--- src/rtl/mem_responder_if.sv ---
// Processor bus and transmit stream bundle for mem_responder.
// Master is the processor/consumer side, slave is the responder.
interface mem_responder_if;
  logic [31:0] adr;
  logic [31:0] writedata;
  logic        memwrite;
  logic [31:0] readdata;
  logic [31:0] out_port;
  logic [31:0] tx_data;
  logic        tx_valid;
  logic        tx_ready;

  modport master (
    output adr,
    output writedata,
    output memwrite,
    output tx_ready,
    input  readdata,
    input  out_port,
    input  tx_data,
    input  tx_valid
  );

  modport slave (
    input  adr,
    input  writedata,
    input  memwrite,
    input  tx_ready,
    output readdata,
    output out_port,
    output tx_data,
    output tx_valid
  );
endinterface

--- src/rtl/mem_responder.sv ---
// Word RAM plus MMIO block: cycle counter, output port,
// and a transmit FIFO drained over a valid/ready stream.
module mem_responder #(
  parameter int RAM_WORDS  = 64,
  parameter int FIFO_DEPTH = 4
) (
  input logic             clk,
  input logic             reset,
  mem_responder_if.slave  bus
);

  localparam int AW = $clog2(RAM_WORDS);
  localparam int PW = $clog2(FIFO_DEPTH);
  localparam int CW = PW + 1;
  localparam logic [CW-1:0] DEPTH = CW'(FIFO_DEPTH);

  localparam logic [1:0] OFF_CYC = 2'd0;
  localparam logic [1:0] OFF_OUT = 2'd1;
  localparam logic [1:0] OFF_TX  = 2'd2;
  localparam logic [1:0] OFF_ST  = 2'd3;

  logic [31:0] ram [RAM_WORDS];
  logic [31:0] fifo [FIFO_DEPTH];

  logic [31:0]   cycles;
  logic [31:0]   outreg;
  logic [PW-1:0] rptr;
  logic [PW-1:0] wptr;
  logic [CW-1:0] count;
  logic          ovf;

  logic          sel_ram;
  logic          sel_mmio;
  logic [1:0]    off;
  logic [AW-1:0] ram_idx;
  logic          unused_adr;

  logic wr_ram;
  logic wr_cyc;
  logic wr_out;
  logic wr_tx;
  logic clr_ovf;

  logic empty;
  logic full;
  logic pop;
  logic push_ok;
  logic push_drop;

  logic [31:0] head;
  logic [31:0] status;
  logic [31:0] rd;

  // Address decode; byte offset bits never matter.
  assign sel_ram    = bus.adr[31:28] != 4'hF;
  assign sel_mmio   = bus.adr[31:4] == 28'hFFFF000;
  assign off        = bus.adr[3:2];
  assign ram_idx    = bus.adr[AW+1:2];
  assign unused_adr = ^bus.adr[1:0];

  assign wr_ram  = bus.memwrite & sel_ram;
  assign wr_cyc  = bus.memwrite & sel_mmio & (off == OFF_CYC);
  assign wr_out  = bus.memwrite & sel_mmio & (off == OFF_OUT);
  assign wr_tx   = bus.memwrite & sel_mmio & (off == OFF_TX);
  assign clr_ovf = bus.memwrite & sel_mmio & (off == OFF_ST)
                 & bus.writedata[10];

  // A pop frees a slot in the same cycle, so a full
  // FIFO still accepts a push while it is draining.
  assign empty     = count == '0;
  assign full      = count == DEPTH;
  assign pop       = ~empty & bus.tx_ready;
  assign push_ok   = wr_tx & (~full | pop);
  assign push_drop = wr_tx & full & ~pop;

  // RAM store; contents survive reset.
  always_ff @(posedge clk) begin
    if (wr_ram) begin
      ram[ram_idx] <= bus.writedata;
    end
  end

  // FIFO storage; stale slots are masked by count.
  always_ff @(posedge clk) begin
    if (push_ok) begin
      fifo[wptr] <= bus.writedata;
    end
  end

  // Free-running cycle counter, loadable from the bus.
  always_ff @(posedge clk or posedge reset) begin
    if (reset) begin
      cycles <= '0;
    end else if (wr_cyc) begin
      cycles <= bus.writedata;
    end else begin
      cycles <= cycles + 32'd1;
    end
  end

  // General-purpose output register.
  always_ff @(posedge clk or posedge reset) begin
    if (reset) begin
      outreg <= '0;
    end else if (wr_out) begin
      outreg <= bus.writedata;
    end
  end

  // FIFO pointers wrap naturally at the pointer width.
  always_ff @(posedge clk or posedge reset) begin
    if (reset) begin
      wptr <= '0;
      rptr <= '0;
    end else begin
      if (push_ok) begin
        wptr <= wptr + PW'(1);
      end
      if (pop) begin
        rptr <= rptr + PW'(1);
      end
    end
  end

  // Occupancy tracks push/pop independently of pointers.
  always_ff @(posedge clk or posedge reset) begin
    if (reset) begin
      count <= '0;
    end else begin
      unique case ({push_ok, pop})
        2'b10:   count <= count + CW'(1);
        2'b01:   count <= count - CW'(1);
        default: count <= count;
      endcase
    end
  end

  // Sticky overflow; a new drop beats a same-cycle clear.
  always_ff @(posedge clk or posedge reset) begin
    if (reset) begin
      ovf <= 1'b0;
    end else if (push_drop) begin
      ovf <= 1'b1;
    end else if (clr_ovf) begin
      ovf <= 1'b0;
    end
  end

  assign head   = empty ? 32'h0 : fifo[rptr];
  assign status = {21'h0, ovf, full, empty, 8'(count)};

  // Read mux sees only address and stored state.
  always_comb begin
    rd = 32'h0;
    unique case (1'b1)
      sel_ram: rd = ram[ram_idx];
      sel_mmio: begin
        unique case (off)
          OFF_CYC: rd = cycles;
          OFF_OUT: rd = outreg;
          OFF_TX:  rd = head;
          OFF_ST:  rd = status;
          default: rd = 32'h0;
        endcase
      end
      default: rd = 32'h0;
    endcase
  end

  assign bus.readdata = rd;
  assign bus.out_port = outreg;
  assign bus.tx_data  = head;
  assign bus.tx_valid = ~empty;

endmodule

--- src/flat_wrapper.sv ---
// flat-port wrapper written by rule: the top's interface ports become plain ports
module mem_responder_flat 
#(
  parameter int RAM_WORDS  = 64,
  parameter int FIFO_DEPTH = 4
)
  (clk, reset, bus_adr, bus_writedata, bus_memwrite, bus_tx_ready, bus_readdata, bus_out_port, bus_tx_data, bus_tx_valid);
  mem_responder_if bus_i ();
  input logic clk;
  input logic reset;
  input wire logic [$bits(bus_i.adr)-1:0] bus_adr;
  input wire logic [$bits(bus_i.writedata)-1:0] bus_writedata;
  input wire logic [$bits(bus_i.memwrite)-1:0] bus_memwrite;
  input wire logic [$bits(bus_i.tx_ready)-1:0] bus_tx_ready;
  output wire logic [$bits(bus_i.readdata)-1:0] bus_readdata;
  output wire logic [$bits(bus_i.out_port)-1:0] bus_out_port;
  output wire logic [$bits(bus_i.tx_data)-1:0] bus_tx_data;
  output wire logic [$bits(bus_i.tx_valid)-1:0] bus_tx_valid;
  assign bus_i.adr = bus_adr;
  assign bus_i.writedata = bus_writedata;
  assign bus_i.memwrite = bus_memwrite;
  assign bus_i.tx_ready = bus_tx_ready;
  assign bus_readdata = bus_i.readdata;
  assign bus_out_port = bus_i.out_port;
  assign bus_tx_data = bus_i.tx_data;
  assign bus_tx_valid = bus_i.tx_valid;
  mem_responder #(.RAM_WORDS(RAM_WORDS), .FIFO_DEPTH(FIFO_DEPTH)) u_core (.clk(clk), .reset(reset), .bus(bus_i));
endmodule
--- config.mk ---
export PLATFORM = sky130hd
export DESIGN_NAME = mem_responder_flat
export DESIGN_NICKNAME = d
export VERILOG_FILES = /design/src/rtl/mem_responder_if.sv /design/src/rtl/mem_responder.sv /design/src/flat_wrapper.sv
export SDC_FILE = /design/constraint.sdc
export NUM_CORES = 2
export LEC_CHECK = 0
export ABC_AREA = 1
export CORE_MARGIN = 2
export CORE_UTILIZATION = 65
export DETAILED_ROUTE_END_ITERATION = 6
export GPL_ROUTABILITY_DRIVEN = 0
export PLACE_DENSITY_LB_ADDON = 0.08
export SYNTH_ARGS = -nofsm -noshare
export SYNTH_HDL_FRONTEND = slang
export SYNTH_SLANG_ARGS = --single-unit
--- constraint.sdc ---
create_clock -name clk -period 7.6 [get_ports clk]
set_input_delay 1.52 -clock clk [delete_from_list [all_inputs] [get_ports clk]]
set_output_delay 1.52 -clock clk [all_outputs]
set_load 0.005 [all_outputs]
-- Word level (Yosys, flattened, before mapping)
Memories as Yosys holds them, arrays and structs flattened.
Index checks and enable logic that the tools add are counted.
W data, S select, Z words.
- flip-flop bits (word level): 72
- memory bits (writable): 2176
- output and inout bits: 97
- word-level logic and storage cells: 51
- memories: 2
- memories (name ; depth ; bits a word ; rd ports ; clocked after Yosys merged registers in ; wr ports ; RTL line ; source):
    u_core.ram ; 64 ; 32 ; 1 ; 0 ; 1 ; mem_responder.sv:22 ; logic [31:0] ram [RAM_WORDS];
    u_core.fifo ; 4 ; 32 ; 1 ; 0 ; 1 ; mem_responder.sv:23 ; logic [31:0] fifo [FIFO_DEPTH];
- $add $sub $neg: 5
- eq/ne operators: 8
- mux-type cells: 11
- bitwise logic cells: 15
- reduce and logical (&&, ||, !) cells: 4
- operators with widths (cell ; number):
    $pmux W32 S4 ; 1
    $mux W32 ; 2
    $pmux W32 S2 ; 1
    $add A32 B1 Y32 const B ; 1
    $eq A28 B28 Y1 const B ; 1
    $and A1 B1 Y1 ; 11
    $eq A2 B2 Y1 const B ; 3
    $mux W1 ; 6
    $pmux W3 S2 ; 1
    $add A2 B1 Y2 const B ; 2
    $eq A2 B1 Y1 const B ; 2
    $ne A4 B4 Y1 const B ; 1
    $reduce_bool A2 Y1 ; 2
    $add A3 B1 Y3 const B ; 1
    $eq A3 B3 Y1 const B ; 1
    $logic_not A3 Y1 ; 1
    $not A1 Y1 ; 3
    $sub A3 B1 Y3 const B ; 1
    $logic_not A2 Y1 ; 1
    $or A1 B1 Y1 ; 1

-- Longest topological paths before layout
- word-level depth: 7
- mapped depth: 16
- gate-level depth less buffers: 13

-- Least setup slack after synthesis
Ideal clock, no wire load.
- kind: input-to-reg
- start point: input bus_adr[4]
- end point: memory u_core.fifo[0][0] (enable)
- library setup time: 0.421 ns
- arrival time: 3.953 ns
- path slack: 3.226 ns
- cell stages on the path: 7
- cell sequence: buf_2 -> or2_2 -> nor4_1 -> nand3_1 -> nor2_1 -> nand3_1 -> nor2_1
- word-level cells in the longest chain between the ends: 6
- ends and longest elaborated chain (what ; RTL line ; source):
    from (decl) ; flat_wrapper.sv:11 ; input wire logic [$bits(bus_i.adr)-1:0] bus_adr;
    $eq A28 B28 Y1 ; mem_responder.sv:56 ; assign sel_mmio = bus.adr[31:4] == 28'hFFFF000;
    $and A1 B1 Y1 (2 in series) ; mem_responder.sv:64 ; assign wr_tx = bus.memwrite & sel_mmio & (off == OFF_TX);
    $and A1 B1 Y1 ; mem_responder.sv:73 ; assign push_ok = wr_tx & (~full | pop);
    $mux W1 ; mem_responder.sv:85 ; if (push_ok) begin
    $mux W1 (not written as such) ; mem_responder.sv:86 ; fifo[wptr] <= bus.writedata;
    to (decl) ; mem_responder.sv:23 ;
Every way passes these cells.

-- Worst setup path in the final report
- start point: input bus_adr[7]
- end point: output bus_readdata[15]
- word-level cells in the longest chain between the ends: 2
- elaborated cells between the ends (all ways): 3
- ends and longest elaborated chain (what ; RTL line ; source):
    $mem_v2 Z64 W32 or $eq A28 B28 Y1 (tied branches) ; n/a ;
    $pmux W32 S2 * ; mem_responder.sv:155 ; unique case (1'b1)
    to (decl) ; flat_wrapper.sv:15 ; output wire logic [$bits(bus_i.readdata)-1:0] bus_readdata;
Every way passes the cells marked *; elsewhere a longest branch is shown, timed or not.

==> out/metrics.cfg <==
[placed_design]
port_buffers = 162
dpl.hpwl_mm = 146

[logic_synthesis]
ys_types = 39
synthSimpleGateAreaFrac_pct = 21.4
synth-main-ff-cell = edfxtp_1
synth_xor_area_share_pct = 0.286
seq_area_frac_synth_pct = 73.0
yosys_warnings = 0
ys_ff_latch = 2248
synth_compound_area_share_pct = 2.06
avgSynthCellArea_sq_um = 11.3
synthCells = 8116
syn_area_sq_um = 91900
syn_nets = 8191
async_reset_ff_share_pct = 3.20
synth_mux_area_share_pct = 0
synth-edff-count = 2176
synth_top_family_by_area = simple AND/OR/NAND/NOR gates
synthAdderAreaFrac_pct = 0.103

[outcome]
status = completed

[worst_setup_path]
crit_path_cell_trace = clkdlybuf4s50_1 > inv_1 > or2_2 > nor2_1 > buf_4 > nand2_1 > nand2_1 > nand2_1 > nand2_1 > a21oi_1 > nand2_1 > nand2_1 > nand2_1 > clkdlybuf4s50_1
max_stage_delay_ns = 0.70
cp_slowest_cell = clkdlybuf4s50_1
cp_top_family = simple AND/OR/NAND/NOR gates
cp_data_required_time_ns = 6.08
cpMostUsedCell = nand2_1
crit_type = in -> out
arrival_ns = 5.15
cp-end-kind = output pin
path_buf_inv = 4
path_max_fanout = 8
setup.worst_path.start_class = primary input

[power]
leakage_nw = 38.3
power.density_nw_per_um2 = 259
power.switching_mw = 6.49
power_frac_seq_pct = 51.6
finalPower_mw = 26.6
p_clk_share_pct = 38.3
swShare_pct = 24.4
p_int_mw = 20.1
irDropWorstVdd_mv = 0.285
comb_power_share_pct = 10.1

[clocking]
numCtsBuffers = 212
cts-root-buf = clkbuf_16
clock_latency_ns = 0.86
cts_resized = 0
cts_hold_buf = 0
cts_tree = done
max-clock-path-buffers = 3
cts_setup_buffers = 0
clk_pin_slew_ns = 0.06
cts.sinks = 2248
htree_levels = 4

[timing]
period_minus_slack_ns = 6.67
tns_ns = 0
maxSlewViolCount = 0
skew_ns = 0.0210
whs_ns = 0.503
final-hold-violation-count = 0
worst_pin_slew_ns = 1.13
timing.fmax_ghz = 0.150
finalSetupViolations = 0
grt_setup_unrepaired = no
relSlewSlack_pct = 24.3
timing.final.crit_share_pct = 87.8

[global_routing]
antenna_found_initial = 11
grt_pass1_vias = 59900
grt_max_degree = 165
grt-ovfl-total = 0
grt_use_total_pct = 36.4
grt_pass1_wl_mm = 386

[drt]
highest_layer = met5
wl_mm = 264
detail_route.wl_per_cell_um = 25.6
wl_met1_mm = 99.9
dr.pass1.iters = 6
drc = 0
routed-via-count = 63600
wl_met2_mm = 119
antenna_left = 0
wl_met3_mm = 32.6
drt-initial-drc-count = 9381
vias_per_cell = 6.16

[die]
num_io_pins = 165
core_area_sq_um = 140000
die_y_um = 380
fp-row-count = 137
die-width_um = 380
start_util_pct = 65.7
die_area_sq_um = 144000

[layout]
drive_gt1_share_pct = 7.25
syn_to_final_growth_pct = 11.8
seqCellArea_sq_um = 67100
fin_nets = 8333
fillers = 9256
multi_input_area_sq_um = 22400

[hold_path]
hold_class = reg -> reg

[flow_run]
cap_violations = 0

==> Yosys cell counts, types with 3 or more instances <==
cell	instances	area [sq um]
dfrtp_1	72	1800
buf_6	7	78.8
inv_2	6	22.5
edfxtp_1	2176	65300
o21ai_2	5	43.8
nand2_2	5	31.3
nor2_2	6	37.5
clkbuf_1	85	319
nor4_1	6	37.5
nand4_1	249	1560
buf_1	76	285
xor2_1	27	236
buf_2	240	1200
nor3_2	3	30.0
nor2_1	318	1190
inv_1	199	747
or2_2	4	25.0
nand3b_1	9	67.6
a21oi_1	190	951
nor3_1	18	90.1
buf_4	30	225
o21ai_0	115	576
o21ai_1	22	110
o211ai_1	22	165
ha_1	6	75.1
xnor2_1	3	26.3
o2111ai_1	3	26.3
nand3_1	570	2850
nand2_1	3629	13600
==> state kept, by name (all words and copies together) (netlist names) <==
signal and flops:
u_core.count 3, u_core.ram 2048, u_core.rptr 2, u_core.fifo 128, u_core.bus.out_port 32, u_core.ovf 1, u_core.wptr 2, u_core.cycles 32
==> final cells by class <==
class	instances	share of cell area, %
diodes	2	0.00487
clock buffers	282	5.48
clock inverters	115	0.954
inverters	208	0.795
multi-input cells	5222	21.8
flip-flops and latches	2248	65.4
well taps	1876	2.28
repair buffers	366	3.33
==> worst min-delay path: stages (launching register included) <==
cell     delay [ns]
dfrtp_1        0.37
nand2_1        0.06
nand2_1        0.05
==> power groups by stage <==
stage,Combinational [mW],Clock (mW),Sequential [mW]
after CTS,2.65,10.2,13.7
after global routing,2.88,10.7,13.7
final,2.70,10.2,13.7
after floorplan,1.26,0,14.0
after global placement,2.59,0,14.0
after detailed placement,2.63,0,14.0
==> cells in the final DEF, fill, tap and decap left out, types with 5 or more instances in the layout <==
master / instances
clkinv_2: 19
nand2_1: 3629
nand3b_1: 9
nor2_2: 7
clkdlybuf4s50_1: 126
o211ai_1: 22
clkinv_1: 68
nor3_1: 18
clkbuf_16: 215
a21oi_1: 190
buf_4: 172
nor2_4: 70
o21ai_1: 22
ha_1: 6
o21ai_2: 5
nand3_1: 570
nand2_2: 5
inv_1: 197
buf_2: 32
clkinv_8: 5
nand4_1: 249
buf_12: 33
edfxtp_1: 2176
clkbuf_1: 67
nor4_1: 6
bufinv_16: 12
nor2_1: 249
o21ai_0: 115
dfrtp_1: 71
xor2_1: 27
==> per-stage QoR <==
stage / instances / util (%) / setup WS (ns) / area, sq um
floorplan: 8116 / - / 3.23 / 91900
global placement: 9920 / 68.7 / 1.05 / 96100
detailed placement: 9920 / 68.7 / 1.03 / 96100
CTS: 10300 / 73.5 / 0.969 / 103000
global route: 10300 / 73.5 / 0.897 / 103000
finish: 10300 / 73.5 / 0.926 / 103000
==> per-layer routing <==
metal / global-route usage [%] / up-vias
met5: 0 / -
met4: 16.3 / 10
met3: 6.70 / 602
met2: 55.2 / 4356
met1: 52.2 / 30600
li1: - / 28000
==> cell families (layout without fill, tap and decap cells) <==
logic type	Yosys count	in the layout
AND/OR/NAND/NOR	4826	4826
flip-flops	2248	2248
buffers and inverters	646	971
AO/OA/AOI/OAI	359	359
XOR/XNOR	30	30
adder cells (fa/ha/maj)	7	7
other	0	2
==> worst paths after layout <==
| path | cells past startpoint | from | slack, ns | end |
|---|---|---|---|---|
| worst max-delay path | 14 | bus_adr[7] | 0.93 | bus_readdata[15] |
| worst min-delay path | 2 | u_core.bus.out_port[19] | 0.50 | u_core.bus.out_port[19] |
| worst max register to register | 11 | u_core.count[0] | 5.12 | u_core.count[2] |
| worst min register to register | 2 | u_core.bus.out_port[19] | 0.50 | u_core.bus.out_port[19] |
| max in group asynchronous | 3 | reset | 5.60 | u_core.rptr[0] |
| min in group asynchronous | 3 | reset | 1.28 | u_core.bus.out_port[20] |
(Power assumes the default switching activity.)
